<file path="src/rtl/alu_shift_pkg.sv">
// Shared definitions for the ALU shift blocks: default widths, FSM encoding
// and the per-stage shift amount helper.
package alu_shift_pkg;

    localparam int DATA_W_DEF  = 32;
    localparam int SHAMT_W_DEF = 5;

    typedef enum logic [1:0] {
        ST_IDLE  = 2'd0,
        ST_SHIFT = 2'd1,
        ST_DONE  = 2'd2
    } shift_state_e;

    function automatic int unsigned stage_amount(input int unsigned stage);
        return 32'd1 << stage;
    endfunction

endpackage

</file>
<file path="src/rtl/right_shift_stage.sv">
// One power-of-two right-shift stage: shifts by 2^stage_i with the given fill
// bit when enabled, otherwise passes the value through.
module right_shift_stage
    import alu_shift_pkg::*;
#(
    parameter int DATA_W  = DATA_W_DEF,
    parameter int SHAMT_W = SHAMT_W_DEF
) (
    input  logic [DATA_W-1:0]  value_i,
    input  logic               enable_i,
    input  logic [SHAMT_W-1:0] stage_i,
    input  logic               fill_i,
    output logic [DATA_W-1:0]  shifted_o
);

    logic [2*DATA_W-1:0] ext;
    logic [2*DATA_W-1:0] ext_shifted;

    // Prepending a full word of fill bits lets a plain logical shift supply
    // exactly the bits that enter from above the MSB.
    assign ext         = {{DATA_W{fill_i}}, value_i};
    assign ext_shifted = ext >> stage_amount(32'(stage_i));
    assign shifted_o   = enable_i ? ext_shifted[DATA_W-1:0] : value_i;

endmodule

</file>
<file path="src/rtl/multicycle_right_shifter.sv">
// Iterative srl/sra unit, one power-of-two stage per clock (MSB stage first).
// Define RSHIFT_EARLY_EXIT_EN to finish as soon as the remaining shamt bits are zero.
//
// state | meaning
// IDLE  | waiting for start, result holds the last value
// SHIFT | applying stage stage_q of the captured shift amount
// DONE  | one-cycle done pulse; a start here is accepted immediately
module multicycle_right_shifter
    import alu_shift_pkg::*;
#(
    parameter int DATA_W  = DATA_W_DEF,
    parameter int SHAMT_W = SHAMT_W_DEF
) (
    input  logic               clock,
    input  logic               reset,
    input  logic               start,
    input  logic [DATA_W-1:0]  data_in,
    input  logic [SHAMT_W-1:0] shamt,
    input  logic               arith,
    output logic               busy,
    output logic               done,
    output logic [DATA_W-1:0]  result
);

    localparam logic [SHAMT_W-1:0] LAST_STAGE = SHAMT_W'(SHAMT_W - 1);

    shift_state_e       state_q, state_d;
    logic [DATA_W-1:0]  work_q, work_d;
    logic [SHAMT_W-1:0] shamt_q, shamt_d;
    logic               arith_q, arith_d;
    logic [SHAMT_W-1:0] stage_q, stage_d;
    logic [DATA_W-1:0]  stage_out;
    logic               last_stage;

    // The working MSB keeps the original sign under sra, so it is the fill bit.
    right_shift_stage #(
        .DATA_W  (DATA_W),
        .SHAMT_W (SHAMT_W)
    ) u_stage (
        .value_i   (work_q),
        .enable_i  (shamt_q[stage_q]),
        .stage_i   (stage_q),
        .fill_i    (arith_q & work_q[DATA_W-1]),
        .shifted_o (stage_out)
    );

`ifdef RSHIFT_EARLY_EXIT_EN
    logic [SHAMT_W-1:0] low_mask;
    assign low_mask   = (SHAMT_W'(1) << stage_q) - SHAMT_W'(1);
    assign last_stage = ((shamt_q & low_mask) == '0);
`else
    assign last_stage = (stage_q == '0);
`endif

    always_comb begin
        state_d = state_q;
        work_d  = work_q;
        shamt_d = shamt_q;
        arith_d = arith_q;
        stage_d = stage_q;
        case (state_q)
            ST_IDLE, ST_DONE: begin
                if (start) begin
                    work_d  = data_in;
                    shamt_d = shamt;
                    arith_d = arith;
                    stage_d = LAST_STAGE;
                    state_d = ST_SHIFT;
                end else begin
                    state_d = ST_IDLE;
                end
            end
            ST_SHIFT: begin
                work_d = stage_out;
                if (last_stage) begin
                    state_d = ST_DONE;
                end else begin
                    stage_d = stage_q - SHAMT_W'(1);
                end
            end
            default: state_d = ST_IDLE;
        endcase
    end

    always_ff @(posedge clock) begin
        if (reset) begin
            state_q <= ST_IDLE;
            work_q  <= '0;
            shamt_q <= '0;
            arith_q <= 1'b0;
            stage_q <= LAST_STAGE;
        end else begin
            state_q <= state_d;
            work_q  <= work_d;
            shamt_q <= shamt_d;
            arith_q <= arith_d;
            stage_q <= stage_d;
        end
    end

    assign busy   = (state_q == ST_SHIFT);
    assign done   = (state_q == ST_DONE);
    assign result = work_q;

endmodule

</file>
<file path="config.mk">
export PLATFORM = sky130hd
export DESIGN_NAME = multicycle_right_shifter
export DESIGN_NICKNAME = d
export VERILOG_FILES = /design/src/rtl/alu_shift_pkg.sv /design/src/rtl/right_shift_stage.sv /design/src/rtl/multicycle_right_shifter.sv
export SDC_FILE = /design/constraint.sdc
export NUM_CORES = 1
export LEC_CHECK = 0
export BUFFER_PORTS_ARGS = -buffer_cell sky130_fd_sc_hd__buf_2
export CORE_ASPECT_RATIO = 1.25
export CORE_MARGIN = 2
export CORE_UTILIZATION = 44
export CTS_BUF_LIST = sky130_fd_sc_hd__clkbuf_8
export DETAILED_ROUTE_END_ITERATION = 6
export HOLD_SLACK_MARGIN = 0.03
export PLACE_DENSITY = 0.78
export RECOVER_POWER = 25
export SYNTH_ARGS = -nofsm -noshare
export SYNTH_HDL_FRONTEND = slang
export SYNTH_SLANG_ARGS = --single-unit
</file>
<file path="constraint.sdc">
create_clock -name clock -period 6.9 [get_ports clock]
set_input_delay 0.345 -clock clock [delete_from_list [all_inputs] [get_ports clock]]
set_output_delay 0.345 -clock clock [all_outputs]
set_load 0.01 [all_outputs]
</file>
==> run metrics, run 1 <==
P per Cell Area=218 nW/um^2; max_slew headroom=33.1%; Unique masters post-synth=62; Setup Viol. Count Final=0; Most used DFF post-synth=dfxtp_1; number of antenna violations at the first check in global routing=0; Setup CP Type=reg -> reg; Max Fclk=259 MHz; Fillers=920; Routed Antenna Nets=0; port bufs=74; Slew Limit Fails=0; wire length on met1=5.87 mm; CTS buffer count=5; Worst Setup End Kind=register; core area=8650 um^2; post-layout min period=3860 ps; wire length on met2=7.14 mm; # DRC=0; Synth-to-Final Area Change=10.7%; WP data arrival=4010 ps; critical-path cell list=ha_1 -> or4b_4 -> a21bo_1 -> o22ai_1 -> mux2i_1 -> mux2i_1 -> nor4_1 -> a2111oi_1; highest routed layer=met4; most frequent cells in the layout=buf_2, mux2i_1, nor2_1; die span in y=109 um; synth warn=0; DP HPWL=10.9 mm; FP Rows=38; synthesized flop and latch total=45; final hold violations=0; RSZ-0062 raised after global routing=false; hold_buf cts=0; CTS HTree Levels=2; Leak=1.82 nW; Worst IR Drop VDD=0.121 mV; clock skew=10.5 ps; Post-Syn Area per Cell=7.59 um^2; Pwr Total=0.940 mW; CP dominant cell by count=mux2i_1; Overflow after GRT=0; Vias/cell=6.59; die width=88.2 um; Hold Crit Class=in -> reg; I/O Pins=75; Post-synth EDFFs=0; Initial Util=45.1%; drt wl/cell=22.5 um; critical path startpoint category=register; syn nets=560; layout cells sized above 1=16.2%; Max Cap Violations=0; ys async rst share=0%; 1st-iter DRT viols=366; Reg2Reg Setup Slack=3040 ps; later-pin clock latency in the skew report=320 ps; Gate Count Post-Synth=514; post-cts resize count=0; final worst-path cycle share=55.9%; Final nets=600; GRT Util Overall=32.4%; first-pass GRT wire length=23.6 mm; DRT Pass-1 Iters=5; CTS tree=done; Least-Margin Pin Slew=999 ps; Clock Pin Slew Worst Setup and Hold Paths=90 ps; commonest non-fill, non-tap cell in the layout=buf_2; post-CTS setup buffers=0; CP max FO=41; Fin Setup TNS=0 ps; deepest clock path buffer count=2; placer's final routability congestion estimate=1.10; DIE AREA=9640 um^2; largest net degree at the start of global routing=48; CP Data Required Time=7060 ps; CTS root buf=clkbuf_8; total wire length=15.2 mm; status=completed; multi-input logic area=2770 um^2; # diodes=0; CTS sink cnt=45; vias in the first global route=4,373; Synth Cell Area=3900 um^2; Critical-path top delay cell=a21bo_1; register area share after synthesis=23.1%; Max stage delay on crit path=920 ps; DR WL met3=950 um; Vias=4,448; register area=901 um^2
-- metal layers --
metal,vias to the layer above,track usage [%]
li1,2025,-
met1,2123,38.3
met2,232,52.3
met3,68,4.01
met4,0,25.1
met5,-,0
-- worst paths after layout --
check / start / endpoint / cells after the start
worst min register to register: shamt_q[3] / shamt_q[3] / 2
worst max-delay path: stage_q[0] / result[10] / 8
worst max register to register: stage_q[0] / result[10] / 8
worst min-delay path: shamt[2] / shamt_q[2] / 3
-- critical path: cells and delay by family (launching register included) --
| kind | cells | cell delay, ps |
|---|---|---|
| AOI/OAI and AO/OA | 3 | 1330 |
| and+or+nand+nor | 2 | 1060 |
| DFF | 1 | 500 |
| muxes | 2 | 420 |
| adders and majority gates | 1 | 370 |
-- cell type report --
type | instances | area share [%]
Clock buffer | 5 | 1.59
Inverter | 3 | 0.261
Sequential cell | 45 | 20.9
Clock inverter | 3 | 0.319
Timing Repair Buffer | 81 | 9.41
Tap cell | 120 | 3.48
Multi-Input combinational cell | 418 | 64.1
-- through the flow --
stage | util [%] | hold slack, ps | std cells | cell area, um^2 | setup slack (ps)
2_1_floorplan | - | 433 | 514 | 3900 | 4060
3_3_place_gp | 49.1 | 441 | 667 | 4250 | 3230
3_5_place_dp | 49.1 | 449 | 667 | 4250 | 3120
4_1_cts | 50.1 | 252 | 675 | 4340 | 3110
5_1_grt | 49.9 | 273 | 675 | 4320 | 2770
6_report | 49.9 | 256 | 675 | 4320 | 3040
-- sequential cells by signal, summed over array words and instances, names as in the netlist --
name / cells
state_q: 2
stage_q: 5
arith_q: 1
result: 32
shamt_q: 5
-- cell usage after synthesis (3+ instances only) --
cell type  instances  area [um^2]
nand3_1            6         30.0
or4b_1             3         30.0
a31oi_1            6         37.5
a211oi_1          10         75.1
inv_1              3         11.3
nor2_1            56          210
a311oi_1           4         35.0
buf_6              5         56.3
mux2_2             4         45.0
o211ai_1           5         37.5
and2_1             7         43.8
clkbuf_1          33          124
o22ai_1           41          257
buf_1              3         11.3
o32ai_1            4         35.0
xnor2_1            4         35.0
o22a_1             3         26.3
nor2b_1            4         25.0
a21oi_1           44          220
and3_1            17          106
nand2_1           43          161
o21ai_1           10         50.1
a22oi_1            4         30.0
a211o_1            3         26.3
o221ai_1           7         61.3
o21ai_0           17         85.1
nor3_1            14         70.1
ha_1               5         62.6
mux2i_1           56          561
dfxtp_1           45          901
buf_2              5         25.0
-- kinds of logic (layout without fill, tap and decap cells) --
| family | Yosys count | in the layout | share of synthesized area [%] |
|---|---|---|---|
| DFF | 45 | 45 | 23.1 |
| xor gates and xnor gates | 4 | 4 | 0.898 |
| adders and majority gates | 5 | 5 | 1.60 |
| buffers and inverters | 51 | 92 | 6.22 |
| AOI/OAI and AO/OA | 181 | 181 | 30.5 |
| muxes | 61 | 61 | 16.1 |
| and+or+nand+nor | 167 | 167 | 21.5 |
-- power breakdown --
part	switching, mW	total (mW)	internal (mW)	leakage, nW
clock network	0.100	0.169	0.0691	0.0491
logic	0.276	0.438	0.162	1.40
registers	0.0472	0.333	0.286	0.370
Note: power is estimated with default switching activity, not from simulation.
==> inputs of run 2 (changes only) <==
Settings changed: ABC_AREA set to 1.
Clock period 6.9 ns to 4 ns, I/O delays scaled along.
==> run metrics, run 2 <==
dpl cell area=4270 um^2 (+0.29%); top cells by count, synth=nand3_1, nand2_1, a21oi_1; die span in y=109 um (about the same); Gate Count Post-Synth=684 (+33%); Routed Antenna Nets=0 (unchanged); Yosys top cell by area=nand3_1; final hold violations=0 (unchanged); CTS buffer count=5 (unchanged); Bufs and invs on worst path=2 (+2); CP max FO=33 (-20%); Place WS=1050 ps (-2070 ps); Unique masters post-synth=29 (-53%); critical path startpoint category=register; most frequent cell after synthesis=nand3_1; die width=88.3 um (about the same); Setup CP Type=reg -> reg; DRT Pass-1 Iters=6 (+1); Max Fclk=331 MHz (+28%); commonest non-fill, non-tap cell in the layout=nand3_1; I/O Pins=75 (unchanged); critical-path cell list=inv_1 -> ha_1 -> nor2_1 -> nand2_1 -> nand2_2 -> buf_4 -> nand3_1 -> nand3_1 -> nand3_1 -> nand3_1 -> nand2_1 -> nand2_1 -> nand3_1 -> a21oi_1; Overflow after GRT=0 (unchanged); ys async rst share=0% (unchanged); 1st-iter DRT viols=542 (+48%); largest net degree at the start of global routing=39 (-19%); Hold Crit Class=in -> reg; # diodes=0 (unchanged); drt wl/cell=16.2 um (-28%); synth warn=0 (unchanged); combinational share of power=47.2% (+0.6 points); Post-synth EDFFs=0 (unchanged); synthesized flop and latch total=45 (unchanged); Yosys top cell area share=27.4% (+4.3 points); Max stage delay on crit path=440 ps (-480 ps); deepest clock path buffer count=2 (unchanged); multi-input logic area=2660 um^2 (-3.9%); final core occ=50.0% (+0.12 points); CTS root buf=clkbuf_8; Fin Setup TNS=0 ps (unchanged); CTS HTree Levels=2 (unchanged); first-pass GRT wire length=21.7 mm (-8.2%); post-cts resize count=0 (unchanged); Post-Syn Area per Cell=5.71 um^2 (-25%); Final nets=773 (+29%); DP HPWL=9.83 mm (-10%); Setup Viol. Count Final=0 (unchanged); Vias=5,005 (+13%); P per Cell Area=375 nW/um^2 (+72%); Worst IR Drop VDD=0.247 mV (+100%); CTS tree=done; register area share after synthesis=23.1% (-0.030 points); Worst Setup End Kind=register; syn nets=730 (+30%); Slew Limit Fails=0 (unchanged); Psw=0.761 mW (+80%); core area=8650 um^2 (unchanged); internal power=0.864 mW (+67%); # DRC=0 (unchanged); layout cells sized above 1=12.4% (-3.9 points); number of antenna violations at the first check in global routing=0 (unchanged); Final Cell Area=4330 um^2 (+0.23%); post-CTS setup buffers=0 (unchanged); max reg flops=32 (unchanged); clock skew=17.6 ps (+7.13 ps); max_slew headroom=31.2% (-1.9 points); WP data arrival=3290 ps (-720 ps); final worst-path cycle share=75.6% (+20 points); CTS sink cnt=45 (unchanged); CP Data Required Time=4260 ps (-2800 ps); later-pin clock latency in the skew report=330 ps (about the same); Fillers=982 (+6.7%); Clock Pin Slew Worst Setup and Hold Paths=110 ps (+20 ps); GRT Util Overall=28.6% (-3.8 points); Worst Setup Slack, final=975 ps (-2070 ps); total wire length=13.7 mm (-9.8%); Max Cap Violations=0 (unchanged); CP dominant cell by count=nand3_1; status=completed; Synth Cell Area=3900 um^2 (+0.13%); delay-heaviest family, CP=simple AND/OR/NAND/NOR gates; register area=901 um^2 (unchanged); Vias/cell=5.90 (-10%); synth top area cells=nand3_1, dfxtp_1, nand2_1; most frequent cells in the layout=nand3_1, nand2_1, a21oi_1; hold_buf cts=0 (unchanged); placer's final routability congestion estimate=0.954 (-13%); sequential power share=34.2% (-1.2 points); port bufs=74 (unchanged); FP Rows=38 (unchanged); vias in the first global route=4,508 (+3.1%); clock power share=18.6% (+0.6 points); Synth-to-Final Area Change=10.9%; Least-Margin Pin Slew=1030 ps (+31.3 ps); RSZ-0062 raised after global routing=false; DIE AREA=9650 um^2 (+0.12%); post-layout min period=3020 ps (-833 ps); Leak=1.99 nW (+9.4%); Critical-path top delay cell=nand2_2; Initial Util=45.1% (+0.058 points); Most used DFF post-synth=dfxtp_1; Switching Fraction=46.8% (+1.8 points)
-- run 2: changes by cell type after synthesis, moves of 23 or more --
cell / previous run / this run
inv_1: 3 / 26
o21ai_0: 17 / 44
o22ai_1: 41 / 0
nand2_1: 43 / 170
nand3_1: 6 / 214
mux2i_1: 56 / 0
a21oi_1: 44 / 68
nor2_1: 56 / 32
-- run 2: metal layers --
metal,up-vias,wire length [um],global-route usage (%)
li1,2423,-,-
met1,2286,5460,35.6
met2,253,6740,49.0
met3,43,956,3.30
met4,0,558,12.8
met5,-,0,0
-- run 2: power by group through the flow --
stage / Sequential (mW) / Clock [mW] / Combinational [mW]
global placement: 0.564 / 0 / 0.750
detailed placement: 0.565 / 0 / 0.759
floorplan: 0.571 / 0 / 0.532
finish: 0.557 / 0.302 / 0.766
global route: 0.564 / 0.323 / 0.852
CTS: 0.555 / 0.305 / 0.762
-- run 2: through the flow --
| step | total power [mW] | hold slack, ps | instances |
|---|---|---|---|
| finish | 1.63 | 109 | 848 |
| global route | 1.74 | 119 | 848 |
| CTS | 1.62 | 104 | 848 |
| detailed placement | 1.32 | 431 | 840 |
| global placement | 1.31 | 422 | 840 |
| floorplan | 1.10 | 269 | 684 |
-- run 2: logic make-up (layout without fill, tap and decap cells) --
family	count (synthesis)	in the layout	synth area share [%]
adders and majority gates	5	5	1.60
AOI/OAI and AO/OA	121	121	16.0
DFF	45	45	23.1
and+or+nand+nor	433	433	50.5
buffers and inverters	80	124	8.81
-- run 2: path summary, 6_finish.rpt --
path,depth (start not counted),slack (ps),to,startpoint
worst max-delay path,14,980,result[0],stage_q[0]
worst min-delay path,3,110,shamt_q[1],shamt[1]
worst max register to register,14,980,result[0],stage_q[0]
worst min register to register,2,530,shamt_q[3],shamt_q[3]
-- run 2: final cells by class --
| cell class | instances | area share [%] |
|---|---|---|
| clock buffer | 5 | 1.59 |
| clock inverter | 3 | 0.434 |
| sequential | 45 | 20.8 |
| inverter | 35 | 3.03 |
| timing repair buffer | 81 | 9.22 |
| multi-input combinational | 559 | 61.4 |
| tap | 120 | 3.47 |
-- run 2: tightest hold or removal path, cell delays in order --
cell and delay [ps]:
buf_2 70, nor2_1 40, nor2_1 80
==> inputs of run 3 (changes only) <==
Clock period 4 ns to 3.1 ns, I/O delays scaled along.
==> run metrics, run 3 (synthesis gave the netlist of run 2 again) <==
Fillers=940 (-4.3%); FP Rows=38 (unchanged); post-CTS setup buffers=0 (unchanged); Fin Setup TNS=0 ps (unchanged); internal power=1.23 mW (+43%); Critical-path top delay cell=nor2_4; number of antenna violations at the first check in global routing=0 (unchanged); combinational share of power=45.5% (-1.7 points); Clock Pin Slew Worst Setup and Hold Paths=90 ps (-20 ps); clock power share=21.9% (+3.3 points); port bufs=74 (unchanged); FF-to-FF Start=stage_q[0]; die span in y=109 um (unchanged); Least-Margin Pin Slew=1100 ps (+74.1 ps); max reg flops=32 (unchanged); CP Data Required Time=3340 ps (-920 ps); Synth-to-Final Area Change=12.8%; RSZ-0062 raised after global routing=false; post-cts resize count=0 (unchanged); CTS tree=done; Overflow after GRT=0 (unchanged); hold_ws=62.7 ps (-46.4 ps); GRT Util Overall=28.2% (-0.34 points); multi-input logic area=2660 um^2 (unchanged); Switching Fraction=44.2% (-2.6 points); Vias/cell=5.92 (+0.35%); final hold violations=0 (unchanged); later-pin clock latency in the skew report=320 ps (about the same); DRT Pass-1 Iters=6 (unchanged); DP HPWL=10.1 mm (+2.4%); CTS buffer count=5 (unchanged); Hold Crit Class=in -> reg; placed insts=846 (+0.71%); Final Cell Area=4410 um^2 (+1.8%); # diodes=0 (unchanged); most frequent cells in the layout=nand3_1, nand2_1, a21oi_1; P per Cell Area=501 nW/um^2 (+33%); core area=8650 um^2 (unchanged); drt wl/cell=16.1 um (-0.64%); Max Cap Violations=0 (unchanged); CP max FO=19 (-42%); placer's final routability congestion estimate=0.962 (+0.83%); layout cells sized above 1=13.2% (+0.85 points); Leak=2.03 nW (+2.3%); Worst Setup End Kind=register; Max Fclk=373 MHz (+13%); Max stage delay on crit path=420 ps (-20 ps); critical hold path startpoint=shamt[0]; post-route insts no fill=854 (+0.71%); vias in the first global route=4,506 (-0.044%); sequential power share=32.6% (-1.6 points); Setup CP Type=reg -> reg; WP data arrival=2920 ps (-370 ps); total wire length=13.7 mm (about the same); 1st-iter DRT viols=415 (-23%); hold_buf cts=0 (unchanged); dpl cell area=4310 um^2 (+1.1%); final worst-path cycle share=86.4% (+11 points); CTS root buf=clkbuf_8; CTS sink cnt=45 (unchanged); Psw=0.977 mW (+28%); commonest non-fill, non-tap cell in the layout=nand3_1; max_slew headroom=26.3% (-4.9 points); first-pass GRT wire length=21.5 mm (-0.76%); register area=901 um^2 (unchanged); Slew Limit Fails=0 (unchanged); post-layout min period=2680 ps (-346 ps); deepest clock path buffer count=2 (unchanged); status=completed; I/O Pins=75 (unchanged); Final nets=779 (+0.78%); DIE AREA=9650 um^2 (unchanged); largest net degree at the start of global routing=39 (unchanged); Routed Antenna Nets=0 (unchanged); die width=88.3 um (unchanged); Initial Util=45.1% (unchanged); Setup Viol. Count Final=0 (unchanged); critical-path cell list=inv_1 -> ha_1 -> nand2_1 -> nor2_4 -> buf_4 -> nand3_1 -> nand3_1 -> nand3_1 -> nand2_1 -> nand2_1 -> nand3_1 -> nand3_1 -> a21oi_1; clock skew=13.9 ps (-3.76 ps); Worst IR Drop VDD=0.320 mV (+30%); CP dominant cell by count=nand3_1; critical path startpoint category=register; CP startpoint=stage_q[0]; # DRC=0 (unchanged); Vias=5,058 (+1.1%); CTS HTree Levels=2 (unchanged)
## run 3: cell count changes in the layout (fill, tap and decap cells not counted)
cell,change
clkinvlp_4,-1
buf_4,+6
inv_1,-1
clkbuf_8,+1
bufinv_16,+1
## run 3: power by group through the flow
| stage | logic (mW) | registers, mW | clock network (mW) |
|---|---|---|---|
| finish | 1.00 | 0.720 | 0.483 |
| floorplan | 0.686 | 0.737 | 0 |
| detailed placement | 0.990 | 0.731 | 0 |
| global route | 1.11 | 0.729 | 0.517 |
| global placement | 0.981 | 0.729 | 0 |
| CTS | 0.995 | 0.718 | 0.497 |
## run 3: critical path: cells and delay by family (launching register included)
family                     cells  cell delay [ps]
adders and majority gates      1              220
AOI/OAI and AO/OA              1              170
DFF                            1              370
buffers and inverters          2              500
and+or+nand+nor                9             1320
## run 3: layer usage
metal | vias to the layer above | wire, um | track usage [%]
met4 | 0 | 654 | 15.2
met3 | 55 | 1060 | 3.75
met5 | - | 0 | 0
met2 | 270 | 6480 | 46.0
li1 | 2438 | - | -
met1 | 2295 | 5530 | 35.9
## run 3: layout make-up
type | count | area share (%)
multi-input cells | 559 | 60.4
flip-flops and latches | 45 | 20.4
repair buffers | 87 | 10.1
well taps | 120 | 3.41
inverters | 35 | 2.98
clock buffers | 6 | 1.87
clock inverters | 2 | 0.852
## run 3: metrics by stage
step           utilization (%)  worst slack, ps  power (mW)
2_1_floorplan                -             1090        1.42
3_3_place_gp              49.8              647        1.71
3_5_place_dp              49.8              532        1.72
4_1_cts                   51.2              512        2.21
5_1_grt                   50.9              243        2.35
6_report                  50.9              421        2.21
## run 3: final timing paths
kind / endpoint / slack [ps] / cells after the start
min: shamt_q[0] / 60 / 3
min reg2reg: shamt_q[4] / 530 / 2
max reg2reg: result[12] / 420 / 13
max: result[12] / 420 / 13
